===== src/rtl/ps2_tecla_rx_pkg.sv =====
// Shared constants, state encodings and byte classification for the PS/2 key receiver.
package ps2_tecla_rx_pkg;

  localparam logic [7:0] PS2_BREAK  = 8'hF0;
  localparam logic [7:0] PS2_EXT    = 8'hE0;
  localparam logic [7:0] PS2_BAT    = 8'hAA;
  localparam logic [7:0] PS2_ACK    = 8'hFA;
  localparam logic [7:0] PS2_ECHO   = 8'hEE;
  localparam logic [7:0] PS2_RESEND = 8'hFE;
  localparam logic [7:0] PS2_OVR_LO = 8'h00;
  localparam logic [7:0] PS2_OVR_HI = 8'hFF;
  localparam logic [7:0] CODE_NONE  = 8'h00;

  typedef enum logic [1:0] {FrmIdle, FrmData, FrmParity, FrmStop} frame_state_e;
  typedef enum logic [1:0] {DecNorm, DecBrk, DecExt, DecExtBrk} dec_state_e;

  // Keyboard housekeeping bytes that never represent a key.
  function automatic logic is_ignored(input logic [7:0] b);
    logic r;
    case (b)
      PS2_BAT, PS2_ACK, PS2_ECHO, PS2_RESEND, PS2_OVR_LO, PS2_OVR_HI: r = 1'b1;
      default:                                                        r = 1'b0;
    endcase
    return r;
  endfunction

endpackage


===== src/rtl/ps2_tecla_rx_if.sv =====
// PS/2 line pair plus the key-code result seen by the downstream tone generator.
interface ps2_tecla_rx_if;
  logic       ps2_clk;
  logic       ps2_data;
  logic [7:0] codigo;
  logic       code_new;
  logic       frame_err;

  modport master (output ps2_clk, output ps2_data,
                  input codigo, input code_new, input frame_err);
  modport slave  (input ps2_clk, input ps2_data,
                  output codigo, output code_new, output frame_err);
endinterface


===== src/rtl/ps2_tecla_rx_frame_rx.sv =====
// Bit-level PS/2 receiver: synchronisers, falling-edge detect, 11-bit deframing and watchdog.
module ps2_tecla_rx_frame_rx
  import ps2_tecla_rx_pkg::*;
#(
  parameter int unsigned SYNC_STAGES = 2,
  parameter int unsigned TIMEOUT_CYC = 100000
) (
  input  logic       i_clk,
  input  logic       i_rst_n,
  input  logic       i_ps2_clk,
  input  logic       i_ps2_data,
  output logic [7:0] o_byte,
  output logic       o_byte_valid,
  output logic       o_frame_err
);

  localparam int unsigned WdW = $clog2(TIMEOUT_CYC + 1);

  logic [SYNC_STAGES-1:0] r_clk_sync, r_dat_sync;
  logic                   r_clk_prev;
  frame_state_e           r_state, w_state_d;
  logic [7:0]             r_shift, w_shift_d;
  logic [2:0]             r_bitcnt, w_bitcnt_d;
  logic                   r_par_ok, w_par_ok_d;
  logic [WdW-1:0]         r_wd, w_wd_d;
  logic                   w_clk_s, w_dat_s, w_fall, w_timeout;

  assign w_clk_s   = r_clk_sync[SYNC_STAGES-1];
  assign w_dat_s   = r_dat_sync[SYNC_STAGES-1];
  assign w_fall    = r_clk_prev & ~w_clk_s;
  assign w_timeout = (r_state != FrmIdle) && (r_wd == WdW'(TIMEOUT_CYC));

  // Synchronisers preload to the idle bus level so release from reset is not seen as an edge.
  always_ff @(posedge i_clk or negedge i_rst_n) begin
    if (!i_rst_n) begin
      r_clk_sync <= '1;
      r_dat_sync <= '1;
      r_clk_prev <= 1'b1;
      r_state    <= FrmIdle;
      r_shift    <= '0;
      r_bitcnt   <= '0;
      r_par_ok   <= 1'b0;
      r_wd       <= '0;
    end else begin
      r_clk_sync <= {r_clk_sync[SYNC_STAGES-2:0], i_ps2_clk};
      r_dat_sync <= {r_dat_sync[SYNC_STAGES-2:0], i_ps2_data};
      r_clk_prev <= w_clk_s;
      r_state    <= w_state_d;
      r_shift    <= w_shift_d;
      r_bitcnt   <= w_bitcnt_d;
      r_par_ok   <= w_par_ok_d;
      r_wd       <= w_wd_d;
    end
  end

  always_comb begin
    w_state_d    = r_state;
    w_shift_d    = r_shift;
    w_bitcnt_d   = r_bitcnt;
    w_par_ok_d   = r_par_ok;
    w_wd_d       = (r_state == FrmIdle || w_fall) ? '0 : r_wd + WdW'(1);
    o_byte_valid = 1'b0;
    o_frame_err  = 1'b0;
    if (w_fall) begin
      unique case (r_state)
        FrmIdle: begin
          if (!w_dat_s) begin
            w_state_d  = FrmData;
            w_bitcnt_d = '0;
          end else begin
            o_frame_err = 1'b1;
          end
        end
        FrmData: begin
          w_shift_d  = {w_dat_s, r_shift[7:1]};
          w_bitcnt_d = r_bitcnt + 3'd1;
          if (r_bitcnt == 3'd7) w_state_d = FrmParity;
        end
        FrmParity: begin
          w_par_ok_d = ^{r_shift, w_dat_s};
          w_state_d  = FrmStop;
        end
        FrmStop: begin
          if (w_dat_s && r_par_ok) o_byte_valid = 1'b1;
          else                     o_frame_err  = 1'b1;
          w_state_d = FrmIdle;
        end
      endcase
    end else if (w_timeout) begin
      o_frame_err = 1'b1;
      w_state_d   = FrmIdle;
      w_wd_d      = '0;
    end
  end

  assign o_byte = r_shift;

endmodule


===== src/rtl/ps2_tecla_rx.sv =====
// PS/2 keyboard receiver: turns make/break/extended sequences into the currently held key code.
module ps2_tecla_rx
  import ps2_tecla_rx_pkg::*;
#(
  parameter int unsigned SYNC_STAGES = 2,
  parameter int unsigned TIMEOUT_CYC = 100000
) (
  input  logic           i_clk,
  input  logic           i_rst_n,
  ps2_tecla_rx_if.slave  io_ps2
);

  logic [7:0] w_byte;
  logic       w_byte_valid, w_frame_err;
  dec_state_e r_dec, w_dec_d;
  logic [7:0] r_codigo, w_codigo_d;
  logic       r_code_new, w_code_new_d;
  logic       r_frame_err;

  ps2_tecla_rx_frame_rx #(
    .SYNC_STAGES (SYNC_STAGES),
    .TIMEOUT_CYC (TIMEOUT_CYC)
  ) u_frame_rx (
    .i_clk        (i_clk),
    .i_rst_n      (i_rst_n),
    .i_ps2_clk    (io_ps2.ps2_clk),
    .i_ps2_data   (io_ps2.ps2_data),
    .o_byte       (w_byte),
    .o_byte_valid (w_byte_valid),
    .o_frame_err  (w_frame_err)
  );

  always_ff @(posedge i_clk or negedge i_rst_n) begin
    if (!i_rst_n) begin
      r_dec       <= DecNorm;
      r_codigo    <= CODE_NONE;
      r_code_new  <= 1'b0;
      r_frame_err <= 1'b0;
    end else begin
      r_dec       <= w_dec_d;
      r_codigo    <= w_codigo_d;
      r_code_new  <= w_code_new_d;
      r_frame_err <= w_frame_err;
    end
  end

  // Frame errors never touch the decoder; only complete bytes advance it.
  always_comb begin
    w_dec_d      = r_dec;
    w_codigo_d   = r_codigo;
    w_code_new_d = 1'b0;
    if (w_byte_valid) begin
      unique case (r_dec)
        DecNorm: begin
          if (w_byte == PS2_BREAK) begin
            w_dec_d = DecBrk;
          end else if (w_byte == PS2_EXT) begin
            w_dec_d = DecExt;
          end else if (!is_ignored(w_byte)) begin
            w_codigo_d   = w_byte;
            w_code_new_d = (w_byte != r_codigo);
          end
        end
        DecBrk: begin
          w_dec_d = DecNorm;
          // Only releasing the most recently pressed key silences the output.
          if (w_byte == r_codigo && r_codigo != CODE_NONE) begin
            w_codigo_d   = CODE_NONE;
            w_code_new_d = 1'b1;
          end
        end
        DecExt:    w_dec_d = (w_byte == PS2_BREAK) ? DecExtBrk : DecNorm;
        DecExtBrk: w_dec_d = DecNorm;
      endcase
    end
  end

  assign io_ps2.codigo    = r_codigo;
  assign io_ps2.code_new  = r_code_new;
  assign io_ps2.frame_err = r_frame_err;

endmodule


===== src/flat_wrapper.sv =====
// flat-port wrapper written by rule: the top's interface ports become plain ports
module ps2_tecla_rx_flat import ps2_tecla_rx_pkg::*;
#(
  parameter int unsigned SYNC_STAGES = 2,
  parameter int unsigned TIMEOUT_CYC = 100000
)
  (i_clk, i_rst_n, io_ps2_ps2_clk, io_ps2_ps2_data, io_ps2_codigo, io_ps2_code_new, io_ps2_frame_err);
  ps2_tecla_rx_if io_ps2_i ();
  input  logic i_clk;
  input  logic i_rst_n;
  input wire logic [$bits(io_ps2_i.ps2_clk)-1:0] io_ps2_ps2_clk;
  input wire logic [$bits(io_ps2_i.ps2_data)-1:0] io_ps2_ps2_data;
  output wire logic [$bits(io_ps2_i.codigo)-1:0] io_ps2_codigo;
  output wire logic [$bits(io_ps2_i.code_new)-1:0] io_ps2_code_new;
  output wire logic [$bits(io_ps2_i.frame_err)-1:0] io_ps2_frame_err;
  assign io_ps2_i.ps2_clk = io_ps2_ps2_clk;
  assign io_ps2_i.ps2_data = io_ps2_ps2_data;
  assign io_ps2_codigo = io_ps2_i.codigo;
  assign io_ps2_code_new = io_ps2_i.code_new;
  assign io_ps2_frame_err = io_ps2_i.frame_err;
  ps2_tecla_rx #(.SYNC_STAGES(SYNC_STAGES), .TIMEOUT_CYC(TIMEOUT_CYC)) u_core (.i_clk(i_clk), .i_rst_n(i_rst_n), .io_ps2(io_ps2_i));
endmodule

===== config.mk =====
export PLATFORM = sky130hd
export DESIGN_NAME = ps2_tecla_rx_flat
export DESIGN_NICKNAME = d
export VERILOG_FILES = /design/src/rtl/ps2_tecla_rx_pkg.sv /design/src/rtl/ps2_tecla_rx_if.sv /design/src/rtl/ps2_tecla_rx_frame_rx.sv /design/src/rtl/ps2_tecla_rx.sv /design/src/flat_wrapper.sv
export SDC_FILE = /design/constraint.sdc
export NUM_CORES = 1
export LEC_CHECK = 0
export CAP_MARGIN = 30
export CORE_MARGIN = 2
export CORE_UTILIZATION = 40
export CTS_BUF_LIST = sky130_fd_sc_hd__clkbuf_8
export CTS_CLUSTER_DIAMETER = 120
export DETAILED_ROUTE_END_ITERATION = 12
export MAX_ROUTING_LAYER = met4
export SLEW_MARGIN = 20
export SYNTH_ARGS = -nofsm -noshare
export SYNTH_HDL_FRONTEND = slang
export SYNTH_HIERARCHICAL = 1
export SYNTH_SLANG_ARGS = --single-unit

===== constraint.sdc =====
create_clock -name i_clk -period 2 [get_ports i_clk]
set_input_delay 0.4 -clock i_clk [delete_from_list [all_inputs] [get_ports i_clk]]
set_output_delay 0.4 -clock i_clk [all_outputs]
set_load 0.01 [all_outputs]

==> results.rst, run 1 <==
.. list-table::
   :header-rows: 1

   * - Metric
     - Value
   * - Adder-cell share of the synthesized area
     - 4.02%
   * - Unrepaired setup endpoints after global routing
     - no
   * - Post-synthesis cell count
     - 231
   * - Met2 track demand over resource
     - 23.5%
   * - Register-to-register setup slack
     - 0.15 ns
   * - I/O pin cnt
     - 14
   * - Portion of the clock cycle consumed by the worst path in the final layout
     - 92.5%
   * - Fraction of power spent switching nets
     - 35.5%
   * - Worst ir drop on vdd
     - 0.000560 V
   * - Number of port buffers
     - 13
   * - Basic-gate share of the synthesized area counting and, or, nand and nor cells
     - 20.7%
   * - Worst clock skew
     - 0.00904 ns
   * - Multiplexer share of the synthesized area
     - 3.17%
   * - Worst-path fanout max
     - 10
   * - Final nets
     - 264
   * - Number of distinct library cells after synthesis
     - 47
   * - CTS H-tree lvls
     - 2
   * - Wire length reported by the detailed router
     - 4680 µm
   * - Gr busiest metal
     - met2
   * - Vias
     - 1,748
   * - Launching element type of the critical path
     - flip-flop
   * - Power density over the cells
     - 1190 mW/mm²
   * - Die height
     - 82.9 µm
   * - Initial cell density of the core
     - 41.8%
   * - Post-cts repair resize count
     - 0
   * - Most common flop cell mapped by yosys
     - sky130_fd_sc_hd__dfrtp_1
   * - Run status
     - completed
   * - Number of sinks driven by the clock tree
     - 48
   * - Antenna violation net count after detailed routing
     - 0
   * - Share of power burned in the clock network
     - 20.4%
   * - Post-route DRC
     - 0
   * - WP data required
     - 2.24 ns
   * - Setup TNS
     - 0 ns
   * - Global placement routability congestion
     - 0.745
   * - Synthesized Nets
     - 243
   * - Parity-gate share of the synthesized area counting xor and xnor cells
     - 10.4%
   * - Share of the yosys chip area belonging to registers
     - 48.5%
   * - Slew headroom
     - 59.3%
   * - Die Outline Area
     - 0.00687 mm²
   * - Class of the tightest hold or removal check
     - in2async
   * - Fraction of met3 tracks used by global routing
     - 2.98%
   * - Bufs on Longest Clock Path
     - 2
   * - Tightest Pin Transition
     - 0.611 ns
   * - Site Rows
     - 28
   * - Post-synth design cell area
     - 0.00249 mm²
   * - Number of buffers added for setup after CTS
     - 0
   * - Max-cap viol count
     - 0
   * - Count of final setup violators
     - 0
   * - Horizontal die dimension
     - 82.9 µm
   * - Quantity of hold-fixing buffers added after cts
     - 0
   * - Root cell of the clock tree
     - sky130_fd_sc_hd__clkbuf_8
   * - First-pass GRT wire length
     - 8140 µm
   * - Fmax
     - 541 MHz
   * - Number of antenna violations at the first check in global routing
     - 0
   * - Arrival time at the worst endpoint
     - 2.09 ns
   * - Proportion of power drawn by flip-flops and latches
     - 41.4%
   * - Area growth syn-to-layout
     - 14.8%
   * - Crit path kind
     - reg2reg
   * - Final standard cell utilization of the core
     - 48.0%
   * - Count of routing violations after the opening detailed-route iteration
     - 99
   * - Maximum number of pins on one net before global-route repair
     - 49
   * - Share of post-route cells with drive strength above 1
     - 17.0%
   * - Count of flip-flops with a built-in enable after synthesis
     - 0
   * - Register bit total from synthesis
     - 48
   * - Global router's overall resource usage
     - 14.8%
   * - TritonCTS clock tree
     - done
   * - Via count of the first global-routing pass
     - 1,707
   * - Core area
     - 0.00596 mm²
   * - Count of synthesis-stage warnings from yosys
     - 6
   * - Source-to-sink clock delay at the later pin of the worst-skew pair
     - 0.30 ns
   * - TritonCTS Buffers
     - 5
   * - Shortest period the worst path allows
     - 1.85 ns
   * - Complex-gate fraction of the synthesized area
     - 9.95%
   * - Syn Area/Cell
     - 10.8 µm²
   * - Remaining global-route overflow
     - 0
   * - Logic pwr share
     - 38.1%
   * - Main combinational cell family by area after synthesis
     - simple AND/OR/NAND/NOR gates
   * - Ratio of routed vias to standard cells
     - 5.33
   * - Net Sw Power
     - 1210 µW
   * - Async SR Flop Fraction
     - 100%
   * - Register clock-pin slew on the reported worst setup and hold paths
     - 0.09 ns
   * - Count of endpoints failing hold in the final timing report
     - 0
   * - Global routing met1 resource utilization
     - 19.5%
   * - Detailed placer's ending HPWL
     - 3250 µm
   * - Average detailed-routed wire length per instance
     - 14.3 µm
   * - Count of final max-slew check failures
     - 0
   * - Worst setup EP type
     - flip-flop
   * - Diode insertion count for antenna repair
     - 0
   * - Internal Dissipation
     - 2200 µW
   * - Router iterations before antenna repair
     - 4
   * - Lkg Pwr
     - 0.00128 µW
-- through the flow --
stage	setup WS, ns	cell area, µm²	total power (µW)	hold WS, ns	cells
after floorplan	0.0275	2510	2330	0.104	231
after global placement	0.0728	2740	2670	0.346	320
after detailed placement	0.0601	2740	2700	0.347	320
after CTS	0.0389	2840	3410	0.203	328
after global routing	0.0244	2860	3670	0.246	328
final	0.151	2860	3400	0.181	328
-- registers in the layout, indices dropped and copies added (netlist names) --
| signal | flops |
|---|---|
| u_core/u_frame_rx/o_byte | 8 |
| u_core/io_ps2.code_new | 1 |
| u_core/io_ps2.codigo | 8 |
| u_core/r_dec | 2 |
| u_core/io_ps2.frame_err | 1 |
| u_core/u_frame_rx/r_bitcnt | 3 |
| u_core/u_frame_rx/r_clk_prev | 1 |
| u_core/u_frame_rx/r_dat_sync | 2 |
| u_core/u_frame_rx/r_clk_sync | 2 |
| u_core/u_frame_rx/r_state | 2 |
| u_core/u_frame_rx/r_wd | 17 |
| u_core/u_frame_rx/r_par_ok | 1 |
-- logic make-up (layout without fill, tap and decap cells) --
family                     after synthesis  count (layout)
AOI/OAI and AO/OA                       33              33
xor gates and xnor gates                28              28
adders and majority gates                8               8
buffers and inverters                   16              38
DFF                                     48              48
muxes                                    7               7
and+or+nand+nor                         91              91
-- layout make-up --
type,count,area (µm²)
clock buffers,5,68.8
clock inverters,3,38.8
fillers,566,3100
inverters,9,33.8
multi-input cells,167,1230
flip-flops and latches,48,1210
well taps,75,93.8
repair buffers,21,185
-- layout by cell type, fill, tap and decap left out, types with 3 or more instances in the layout --
cell,Yosys,final
sky130_fd_sc_hd__a21oi_1,4,4
sky130_fd_sc_hd__a22o_1,10,10
sky130_fd_sc_hd__and4_1,4,4
sky130_fd_sc_hd__buf_4,1,8
sky130_fd_sc_hd__clkbuf_8,0,5
sky130_fd_sc_hd__clkdlybuf4s50_1,0,12
sky130_fd_sc_hd__dfrtp_1,43,43
sky130_fd_sc_hd__dfstp_2,5,5
sky130_fd_sc_hd__ha_1,8,8
sky130_fd_sc_hd__inv_1,9,10
sky130_fd_sc_hd__mux2_2,7,7
sky130_fd_sc_hd__nand2_1,20,20
sky130_fd_sc_hd__nand2b_1,3,3
sky130_fd_sc_hd__nand3_1,13,13
sky130_fd_sc_hd__nand4_1,5,5
sky130_fd_sc_hd__nor2_1,16,16
sky130_fd_sc_hd__nor3_1,6,6
sky130_fd_sc_hd__nor4_1,6,4
sky130_fd_sc_hd__o21ai_0,7,7
sky130_fd_sc_hd__or4_1,4,4
sky130_fd_sc_hd__xnor2_1,11,11
sky130_fd_sc_hd__xor2_1,16,16
-- routing by layer --
layer,share of wire (%),wire [µm]
met1,48,2250
met2,48,2240
met3,3.1,145
met4,0.92,43
met5,0,0
-- synth_stat cells (5+ instances only) --
master | n | area (µm²)
sky130_fd_sc_hd__a22o_1 | 10 | 87.6
sky130_fd_sc_hd__nor2_1 | 16 | 60.1
sky130_fd_sc_hd__dfrtp_1 | 43 | 1080
sky130_fd_sc_hd__xnor2_1 | 11 | 96.3
sky130_fd_sc_hd__nand2_1 | 20 | 75.1
sky130_fd_sc_hd__inv_1 | 9 | 33.8
sky130_fd_sc_hd__nand4_1 | 5 | 31.3
sky130_fd_sc_hd__nor3_1 | 6 | 30.0
sky130_fd_sc_hd__mux2_2 | 7 | 78.8
sky130_fd_sc_hd__nand3_1 | 13 | 65.1
sky130_fd_sc_hd__xor2_1 | 16 | 140
sky130_fd_sc_hd__o21ai_0 | 7 | 35.0
sky130_fd_sc_hd__ha_1 | 8 | 100
sky130_fd_sc_hd__nor4_1 | 6 | 37.5
sky130_fd_sc_hd__dfstp_2 | 5 | 131
-- worst max-delay path: stages (launching register included) --
cell,delay [ns]
sky130_fd_sc_hd__dfrtp_1,0.49
sky130_fd_sc_hd__or4_1,0.57
sky130_fd_sc_hd__a21oi_2,0.17
sky130_fd_sc_hd__a211oi_2,0.06
sky130_fd_sc_hd__o2bb2a_2,0.35
sky130_fd_sc_hd__a22o_1,0.16
-- power by group through the flow --
stage	clock network, µW	registers, µW	logic, µW
final	695	1410	1300
after global routing	755	1450	1460
after CTS	719	1410	1280
after global placement	0	1420	1250
after floorplan	0	1380	957
after detailed placement	0	1420	1280
-- final timing paths --
| check | from | endpoint | cells after the start |
|---|---|---|---|
| setup / recovery | u_core/u_frame_rx/o_byte[6] | u_core/io_ps2.codigo[5] | 5 |
| hold reg to reg | u_core/u_frame_rx/r_dat_sync[0] | u_core/u_frame_rx/r_dat_sync[1] | 0 |
| max in group asynchronous | i_rst_n | u_core/u_frame_rx/r_wd[10] | 2 |
| min in group i_clk | u_core/u_frame_rx/r_dat_sync[0] | u_core/u_frame_rx/r_dat_sync[1] | 0 |
| setup reg to reg | u_core/u_frame_rx/o_byte[6] | u_core/io_ps2.codigo[5] | 5 |
| hold / removal | i_rst_n | u_core/io_ps2.codigo[1] | 2 |
Power figures use the tool's default switching activity.
==> run 2: changes to the inputs <==
--- a/config.mk
+++ b/config.mk
@@ -5,6 +5,7 @@
 export SDC_FILE = /design/constraint.sdc
 export NUM_CORES = 1
 export LEC_CHECK = 0
+export ABC_AREA = 1
 export CAP_MARGIN = 30
 export CORE_MARGIN = 2
 export CORE_UTILIZATION = 40
@@ -15,5 +16,4 @@
 export SLEW_MARGIN = 20
 export SYNTH_ARGS = -nofsm -noshare
 export SYNTH_HDL_FRONTEND = slang
-export SYNTH_HIERARCHICAL = 1
 export SYNTH_SLANG_ARGS = --single-unit
==> run 2 against run 1 <==
- final cell count increased by 49%
- combinational power about the same
- design area increased by 14%
- highest routed layer unchanged
==> results.rst, run 2 <==
.. list-table::
   :header-rows: 1

   * - Metric
     - Value
   * - Count of flip-flops with a built-in enable after synthesis
     - 0 (unchanged)
   * - Tightest Pin Transition
     - 0.485 ns (-0.125 ns)
   * - Wire length reported by the detailed router
     - 5960 µm (+27%)
   * - Hold Slack
     - 0.0584 ns (-0.123 ns)
   * - Share of the synthesized area in the top cell type
     - 36.8% (-6.4 points)
   * - Most common library cells after synthesis
     - 102 x sky130_fd_sc_hd__nand2_1, 43 x sky130_fd_sc_hd__dfrtp_1, 42 x sky130_fd_sc_hd__nor2_1
   * - Portion of the clock cycle consumed by the worst path in the final layout
     - 86.3% (-6.1 points)
   * - Worst ir drop on vdd
     - 0.000359 V (-36%)
   * - Post-synthesis cell count
     - 375 (+62%)
   * - Horizontal die dimension
     - 89.5 µm (+8.0%)
   * - Post-route met1 wirelength
     - 2810 µm (+25%)
   * - Final worst slack
     - 0.274 ns (+0.123 ns)
   * - Initial cell density of the core
     - 40.7% (-1.1 points)
   * - Post-cts repair resize count
     - 0 (unchanged)
   * - Class of the tightest hold or removal check
     - in2async
   * - Antenna violation net count after detailed routing
     - 0 (unchanged)
   * - TritonCTS clock tree
     - done
   * - Register clock-pin slew on the reported worst setup and hold paths
     - 0.09 ns (about the same)
   * - Die height
     - 89.5 µm (+8.0%)
   * - Area of all placed cells without fillers
     - 0.00325 mm² (+14%)
   * - Vias
     - 2,416 (+38%)
   * - Unrepaired setup endpoints after global routing
     - no
   * - Source-to-sink clock delay at the later pin of the worst-skew pair
     - 0.30 ns (about the same)
   * - Via count of the first global-routing pass
     - 2,310 (+35%)
   * - Max-cap viol count
     - 0 (unchanged)
   * - Syn Area/Cell
     - 7.79 µm² (-28%)
   * - Launching element type of the critical path
     - flip-flop
   * - Global placement routability congestion
     - 0.880 (+18%)
   * - Pre-CTS setup slack
     - 0.263 ns (+0.203 ns)
   * - Share of post-route cells with drive strength above 1
     - 13.6% (-3.4 points)
   * - Leading cell types in the layout, fill and taps excluded
     - 102 x sky130_fd_sc_hd__nand2_1, 43 x sky130_fd_sc_hd__dfrtp_1, 42 x sky130_fd_sc_hd__nor2_1
   * - Shortest period the worst path allows
     - 1.73 ns (-0.123 ns)
   * - Die Outline Area
     - 0.00801 mm² (+17%)
   * - Count of endpoints failing hold in the final timing report
     - 0 (unchanged)
   * - Average detailed-routed wire length per instance
     - 12.2 µm (-15%)
   * - Top layer used by detailed routing
     - met4
   * - Worst R2R Path Depth
     - 6 (+1)
   * - Post-synth design cell area
     - 0.00292 mm² (+17%)
   * - Synth top area cells
     - sky130_fd_sc_hd__dfrtp_1 37%, sky130_fd_sc_hd__nand2_1 13%, sky130_fd_sc_hd__nor2_1 5.4%
   * - WP data required
     - 2.23 ns (about the same)
   * - Arrival time at the worst endpoint
     - 1.96 ns (-0.13 ns)
   * - Power density over the cells
     - 1000 mW/mm² (-16%)
   * - Count of final setup violators
     - 0 (unchanged)
   * - Count of routing violations after the opening detailed-route iteration
     - 84 (-15%)
   * - Quantity of hold-fixing buffers added after cts
     - 0 (unchanged)
   * - Post-route DRC
     - 0 (unchanged)
   * - Cell taking the most area after synthesis
     - sky130_fd_sc_hd__dfrtp_1
   * - Register-to-register setup slack
     - 0.27 ns (+0.12 ns)
   * - Run status
     - completed
   * - Setup TNS
     - 0 ns (unchanged)
   * - Detailed placer's ending HPWL
     - 4500 µm (+38%)
   * - Most common flop cell mapped by yosys
     - sky130_fd_sc_hd__dfrtp_1
   * - Count leader, synth
     - sky130_fd_sc_hd__nand2_1
   * - Root cell of the clock tree
     - sky130_fd_sc_hd__clkbuf_8
   * - Async SR Flop Fraction
     - 100% (unchanged)
   * - I/O pin cnt
     - 14 (unchanged)
   * - Core area
     - 0.00718 mm² (+20%)
   * - Worst clock skew
     - 0.00630 ns (-0.00275 ns)
   * - Worst setup EP type
     - flip-flop
   * - Most flops, register
     - u_core.u_frame_rx.r_wd
   * - Router iterations before antenna repair
     - 4 (unchanged)
   * - Lkg Pwr
     - 0.00152 µW (+18%)
   * - Length of routed met3 wiring
     - 200 µm (+38%)
   * - Area growth syn-to-layout
     - 11.1%
   * - Number of antenna violations at the first check in global routing
     - 0 (unchanged)
   * - Met2 wire len
     - 2860 µm (+28%)
   * - Endpoint of the worst-slack reg-to-reg timing path
     - u_core.u_frame_rx.r_wd[16]
   * - First-pass GRT wire length
     - 10,400 µm (+27%)
   * - Crit path kind
     - reg2reg
   * - Register bit total from synthesis
     - 48 (unchanged)
   * - Bufs on Longest Clock Path
     - 2 (unchanged)
   * - Count of synthesis-stage warnings from yosys
     - 0 (-6)
   * - CTS H-tree lvls
     - 2 (unchanged)
   * - Ratio of routed vias to standard cells
     - 4.93 (-7.5%)
   * - Launch point of the worst reg-to-reg path
     - u_core.u_frame_rx.r_state[0]
   * - Diode insertion count for antenna repair
     - 0 (unchanged)
   * - Synthesized Nets
     - 387 (+59%)
   * - Fmax
     - 579 MHz (+7.1%)
   * - Instance area at placement
     - 0.00315 mm² (+15%)
   * - Global router's overall resource usage
     - 17.2% (+2.3 points)
   * - TritonCTS Buffers
     - 5 (unchanged)
   * - Slew headroom
     - 67.6% (+8.3 points)
   * - Number of buffers added for setup after CTS
     - 0 (unchanged)
   * - Final nets
     - 402 (+52%)
   * - Worst-path fanout max
     - 12 (+2)
   * - Final standard cell utilization of the core
     - 45.3% (-2.7 points)
   * - Site Rows
     - 31 (+11%)
   * - Number of sinks driven by the clock tree
     - 48 (unchanged)
   * - Share of the yosys chip area belonging to registers
     - 41.3% (-7.2 points)
   * - Maximum number of pins on one net before global-route repair
     - 49 (unchanged)
   * - Number of port buffers
     - 13 (unchanged)
   * - Number of flip-flops under the largest register name
     - 17 (unchanged)
   * - Remaining global-route overflow
     - 0 (unchanged)
   * - Number of distinct library cells after synthesis
     - 39 (-17%)
   * - Count of final max-slew check failures
     - 0 (unchanged)
   * - Most common library cell in the layout ignoring fill and taps
     - sky130_fd_sc_hd__nand2_1
-- run 2: cell count changes after synthesis, sizes merged, moves of 7 or more --
cell / before / now
nand2: 20 / 111
nand4: 6 / 23
o21ai: 7 / 15
inv: 9 / 47
xor2: 16 / 5
nor2: 16 / 53
mux2: 7 / 0
a22o: 10 / 0
-- run 2: power by group --
group / switching, µW / internal, µW / leakage, µW
clock network: 332 / 280 / 0.0000434
registers: 209 / 1120 / 0.000638
logic: 837 / 476 / 0.000835
-- run 2: final cells by class --
type                    count  area, µm²
clock buffers               6       82.6
clock inverters             2       15.0
fillers                   742       3930
inverters                  49        189
multi-input cells         272       1490
flip-flops and latches     48       1210
well taps                  99        124
repair buffers             14        145
-- run 2: layer usage --
metal  GRT usage [%]  vias to the layer above
met4            5.43                        0
met2            28.3                       39
met1            21.2                     1133
met3            3.51                       10
met5               -                        -
li1                -                     1234
-- run 2: through the flow --
step,power [µW],instances
global route,3550,490
CTS,3300,490
floorplan,2370,375
global placement,2640,482
finish,3260,490
detailed placement,2670,482
-- run 2: worst max-delay path by stage --
stage	depth (start not counted)	endpoint	slack [ns]	start
floorplan	9	u_core.io_ps2.codigo[2]	0.56	u_core.u_frame_rx.r_clk_prev
global placement	6	u_core.u_frame_rx.r_wd[16]	0.35	u_core.u_frame_rx.r_state[0]
detailed placement	6	u_core.u_frame_rx.r_wd[16]	0.26	u_core.u_frame_rx.r_state[0]
CTS	6	u_core.u_frame_rx.r_wd[16]	0.26	u_core.u_frame_rx.r_state[0]
global route	6	u_core.u_frame_rx.r_wd[16]	0.11	u_core.u_frame_rx.r_state[0]
finish	6	u_core.u_frame_rx.r_wd[16]	0.27	u_core.u_frame_rx.r_state[0]
-- run 2: cell families after synthesis --
kind of cell	count (synthesis)	share of synthesized area, %
XOR/XNOR	10	3.00
AND/OR/NAND/NOR	225	38.9
AO/OA/AOI/OAI	29	5.48
buffers and inverters	55	7.88
adder cells (fa/ha/maj)	8	3.42
flip-flops	48	41.3
-- run 2: critical path, cell delays in order (launching register included) --
cell and delay (ns):
sky130_fd_sc_hd__dfrtp_1 0.41, sky130_fd_sc_hd__inv_1 0.08, sky130_fd_sc_hd__ha_1 0.24, sky130_fd_sc_hd__nor2_1 0.19, sky130_fd_sc_hd__nand2_1 0.32, sky130_fd_sc_hd__or2_0 0.31
sky130_fd_sc_hd__a21oi_1 0.11
==> run 3: changes to the inputs <==
--- a/config.mk
+++ b/config.mk
@@ -16,4 +16,5 @@
 export SLEW_MARGIN = 20
 export SYNTH_ARGS = -nofsm -noshare
 export SYNTH_HDL_FRONTEND = slang
+export SYNTH_HIERARCHICAL = 1
 export SYNTH_SLANG_ARGS = --single-unit
==> run 3 against run 2 <==
- fmax is 0.73% higher
- clock skew grew 0.0047 ns
- global-route usage is 0.33 points lower
- final cell count increased by 4.3%
- critical path type unchanged
==> results.rst, run 3 <==
.. list-table::
   :header-rows: 1

   * - Metric
     - Value
   * - Post-cts repair resize count
     - 0 (unchanged)
   * - TritonCTS Buffers
     - 5 (unchanged)
   * - Number of distinct library cells after synthesis
     - 33 (-15%)
   * - Share of the synthesized area in the top cell type
     - 37.0% (+0.19 points)
   * - Global placement routability congestion
     - 0.831 (-5.6%)
   * - Non-filler instance count after layout
     - 511 (+4.3%)
   * - Arrival time at the worst endpoint
     - 1.91 ns (-0.05 ns)
   * - Die height
     - 89.3 µm (-0.25%)
   * - Most flops, register
     - u_core/u_frame_rx/r_wd
   * - Unrepaired setup endpoints after global routing
     - no
   * - Wire length reported by the detailed router
     - 5840 µm (-2.0%)
   * - Setup TNS
     - 0 ns (unchanged)
   * - Cell family contributing the most delay on the critical path
     - simple AND/OR/NAND/NOR gates
   * - Number of flip-flops under the largest register name
     - 17 (unchanged)
   * - Ratio of routed vias to standard cells
     - 4.67 (-5.3%)
   * - Bufs on Longest Clock Path
     - 2 (unchanged)
   * - Area growth syn-to-layout
     - 12.7%
   * - Share of the yosys chip area belonging to registers
     - 41.5% (+0.21 points)
   * - Count of endpoints failing hold in the final timing report
     - 0 (unchanged)
   * - Worst ir drop on vdd
     - 0.000361 V (+0.37%)
   * - Count leader, synth
     - sky130_fd_sc_hd__nand2_1
   * - I/O pin cnt
     - 14 (unchanged)
   * - Quantity of hold-fixing buffers added after cts
     - 0 (unchanged)
   * - Average detailed-routed wire length per instance
     - 11.4 µm (-6.0%)
   * - Synth top area cells
     - sky130_fd_sc_hd__dfrtp_1 37%, sky130_fd_sc_hd__nand2_1 15%, sky130_fd_sc_hd__nor2_1 7.1%
   * - Async SR Flop Fraction
     - 100% (unchanged)
   * - Root cell of the clock tree
     - sky130_fd_sc_hd__clkbuf_8
   * - Worst clock skew
     - 0.0110 ns (+0.00469 ns)
   * - Most common flop cell mapped by yosys
     - sky130_fd_sc_hd__dfrtp_1
   * - Shortest period the worst path allows
     - 1.71 ns (-0.0125 ns)
   * - Core area
     - 0.00714 mm² (-0.54%)
   * - Global router's overall resource usage
     - 16.8% (-0.33 points)
   * - First-pass GRT wire length
     - 10,100 µm (-2.5%)
   * - Number of placed instances, taps included
     - 503 (+4.4%)
   * - Class of the tightest hold or removal check
     - in2async
   * - Worst Path Buf+Inv
     - 3 (+2)
   * - Maximum number of pins on one net before global-route repair
     - 29 (-41%)
   * - Count of final max-slew check failures
     - 0 (unchanged)
   * - Cell taking the most area after synthesis
     - sky130_fd_sc_hd__dfrtp_1
   * - Number of buffers added for setup after CTS
     - 0 (unchanged)
   * - Vias
     - 2,385 (-1.3%)
   * - Worst R2R Path Depth
     - 9 (+3)
   * - Post-route DRC
     - 0 (unchanged)
   * - Post-synthesis cell count
     - 391 (+4.3%)
   * - Most common library cell in the layout ignoring fill and taps
     - sky130_fd_sc_hd__nand2_1
   * - Final nets
     - 423 (+5.2%)
   * - Fmax
     - 583 MHz (+0.73%)
   * - Run status
     - completed
   * - Via count of the first global-routing pass
     - 2,272 (-1.6%)
   * - TritonCTS clock tree
     - done
   * - Synthesized Nets
     - 403 (+4.1%)
   * - Register bit total from synthesis
     - 48 (unchanged)
   * - WP data required
     - 2.20 ns (-0.03 ns)
   * - Crit path kind
     - reg2reg
   * - Count of synthesis-stage warnings from yosys
     - 6 (+6)
   * - Initial cell density of the core
     - 40.7% (about the same)
   * - Register clock-pin slew on the reported worst setup and hold paths
     - 0.09 ns (about the same)
   * - Die Outline Area
     - 0.00797 mm² (-0.49%)
   * - CTS H-tree lvls
     - 2 (unchanged)
   * - Antenna violation net count after detailed routing
     - 0 (unchanged)
   * - Count of routing violations after the opening detailed-route iteration
     - 94 (+12%)
   * - Remaining global-route overflow
     - 0 (unchanged)
   * - Critical Path Max Stage Delay
     - 0.52 ns (+0.11 ns)
   * - Number of stages on the worst setup path
     - 9 (+3)
   * - Number of sinks driven by the clock tree
     - 48 (unchanged)
   * - Slew headroom
     - 66.9% (-0.63 points)
   * - Launch point of the worst reg-to-reg path
     - u_core/u_frame_rx/r_clk_prev
   * - Number of port buffers
     - 13 (unchanged)
   * - Count of final setup violators
     - 0 (unchanged)
   * - Leading cell types in the layout, fill and taps excluded
     - 116 x sky130_fd_sc_hd__nand2_1, 55 x sky130_fd_sc_hd__nor2_1, 49 x sky130_fd_sc_hd__inv_1
   * - Diode insertion count for antenna repair
     - 0 (unchanged)
   * - Lkg Pwr
     - 0.00158 µW (+4.3%)
   * - Share of post-route cells with drive strength above 1
     - 12.6% (-0.93 points)
   * - Source-to-sink clock delay at the later pin of the worst-skew pair
     - 0.30 ns (about the same)
   * - CP cell instances
     - inv_1 -> nor2_1 -> inv_2 -> nor2_1 -> nand3_1 -> inv_4 -> nand3_4 -> nand2_1 -> nand2_1
   * - Max-cap viol count
     - 0 (unchanged)
   * - Post-synth design cell area
     - 0.00291 mm² (-0.51%)
   * - Power density over the cells
     - 798 mW/mm² (-20%)
   * - Count of flip-flops with a built-in enable after synthesis
     - 0 (unchanged)
   * - Worst-path fanout max
     - 9 (-3)
   * - Syn Area/Cell
     - 7.44 µm² (-4.6%)
   * - Most common library cells after synthesis
     - 116 x sky130_fd_sc_hd__nand2_1, 55 x sky130_fd_sc_hd__nor2_1, 48 x sky130_fd_sc_hd__inv_1
   * - Horizontal die dimension
     - 89.3 µm (-0.25%)
   * - Detailed placer's ending HPWL
     - 4450 µm (-1.1%)
   * - Site Rows
     - 31 (unchanged)
   * - Worst setup EP type
     - flip-flop
   * - Number of antenna violations at the first check in global routing
     - 0 (unchanged)
   * - Launch point of the critical path
     - u_core/u_frame_rx/r_clk_prev
   * - Launching element type of the critical path
     - flip-flop
   * - Portion of the clock cycle consumed by the worst path in the final layout
     - 85.7% (-0.63 points)
   * - Tightest Pin Transition
     - 0.496 ns (+0.0106 ns)
   * - CP max stage cell
     - sky130_fd_sc_hd__dfstp_2
   * - Router iterations before antenna repair
     - 4 (unchanged)
==> run 3: cell types whose count changed in the layout (fill, tap and decap cells not counted), sizes merged, moves of 5 or more <==
cell | previous run | this run
inv | 47 | 58
nand2 | 111 | 125
nand3 | 18 | 25
nand4 | 23 | 13
nor2 | 53 | 66
o21ai | 15 | 10
==> run 3: layout make-up <==
cell class	count	area, µm²
sequential	48	1210
tap	99	124
multi-input combinational	284	1470
clock buffer	5	68.8
clock inverter	3	38.8
timing repair buffer	15	153
inverter	57	216
fill	739	3860
==> run 3: path summary, 6_finish.rpt <==
path / slack [ns] / end
max in group asynchronous: 1.36 / u_core/u_frame_rx/r_dat_sync[1]
worst max register to register: 0.29 / u_core/io_ps2.codigo[3]
min in group i_clk: 0.36 / u_core/u_frame_rx/r_clk_sync[1]
worst min register to register: 0.36 / u_core/u_frame_rx/r_clk_sync[1]
worst min-delay path: 0.05 / u_core/u_frame_rx/r_bitcnt[2]
worst max-delay path: 0.29 / u_core/io_ps2.codigo[3]
==> run 3: stage by stage <==
stage | setup slack (ns) | hold slack, ns | area [µm²] | power (µW) | utilization (%)
global route | 0.133 | 0.0800 | 3280 | 2820 | 45.9
floorplan | 0.508 | 0.104 | 2910 | 1750 | -
finish | 0.286 | 0.0468 | 3280 | 2610 | 45.9
detailed placement | 0.300 | 0.347 | 3170 | 1940 | 44.4
global placement | 0.335 | 0.348 | 3170 | 1930 | 44.4
CTS | 0.263 | 0.0654 | 3280 | 2660 | 45.9
==> run 3: logic make-up after synthesis <==
logic type                 share of synthesized area (%)
and+or+nand+nor                                     38.4
buffers and inverters                               8.00
DFF                                                 41.5
AOI/OAI and AO/OA                                   4.73
xor gates and xnor gates                            3.92
adders and majority gates                           3.44
==> run 3: per-layer routing <==
layer	track usage, %	up-vias	wire length [µm]
li1	-	1256	-
met1	20.7	1094	2760
met2	28.6	27	2840
met3	3.05	8	150
met4	4.21	0	83
met5	-	-	0
==> run 3: report_power, final <==
part | internal (µW) | switching, µW | total, µW
clock network | 367 | 330 | 696
registers | 1050 | 134 | 1190
logic | 265 | 468 | 733
total | 1680 | 931 | 2610
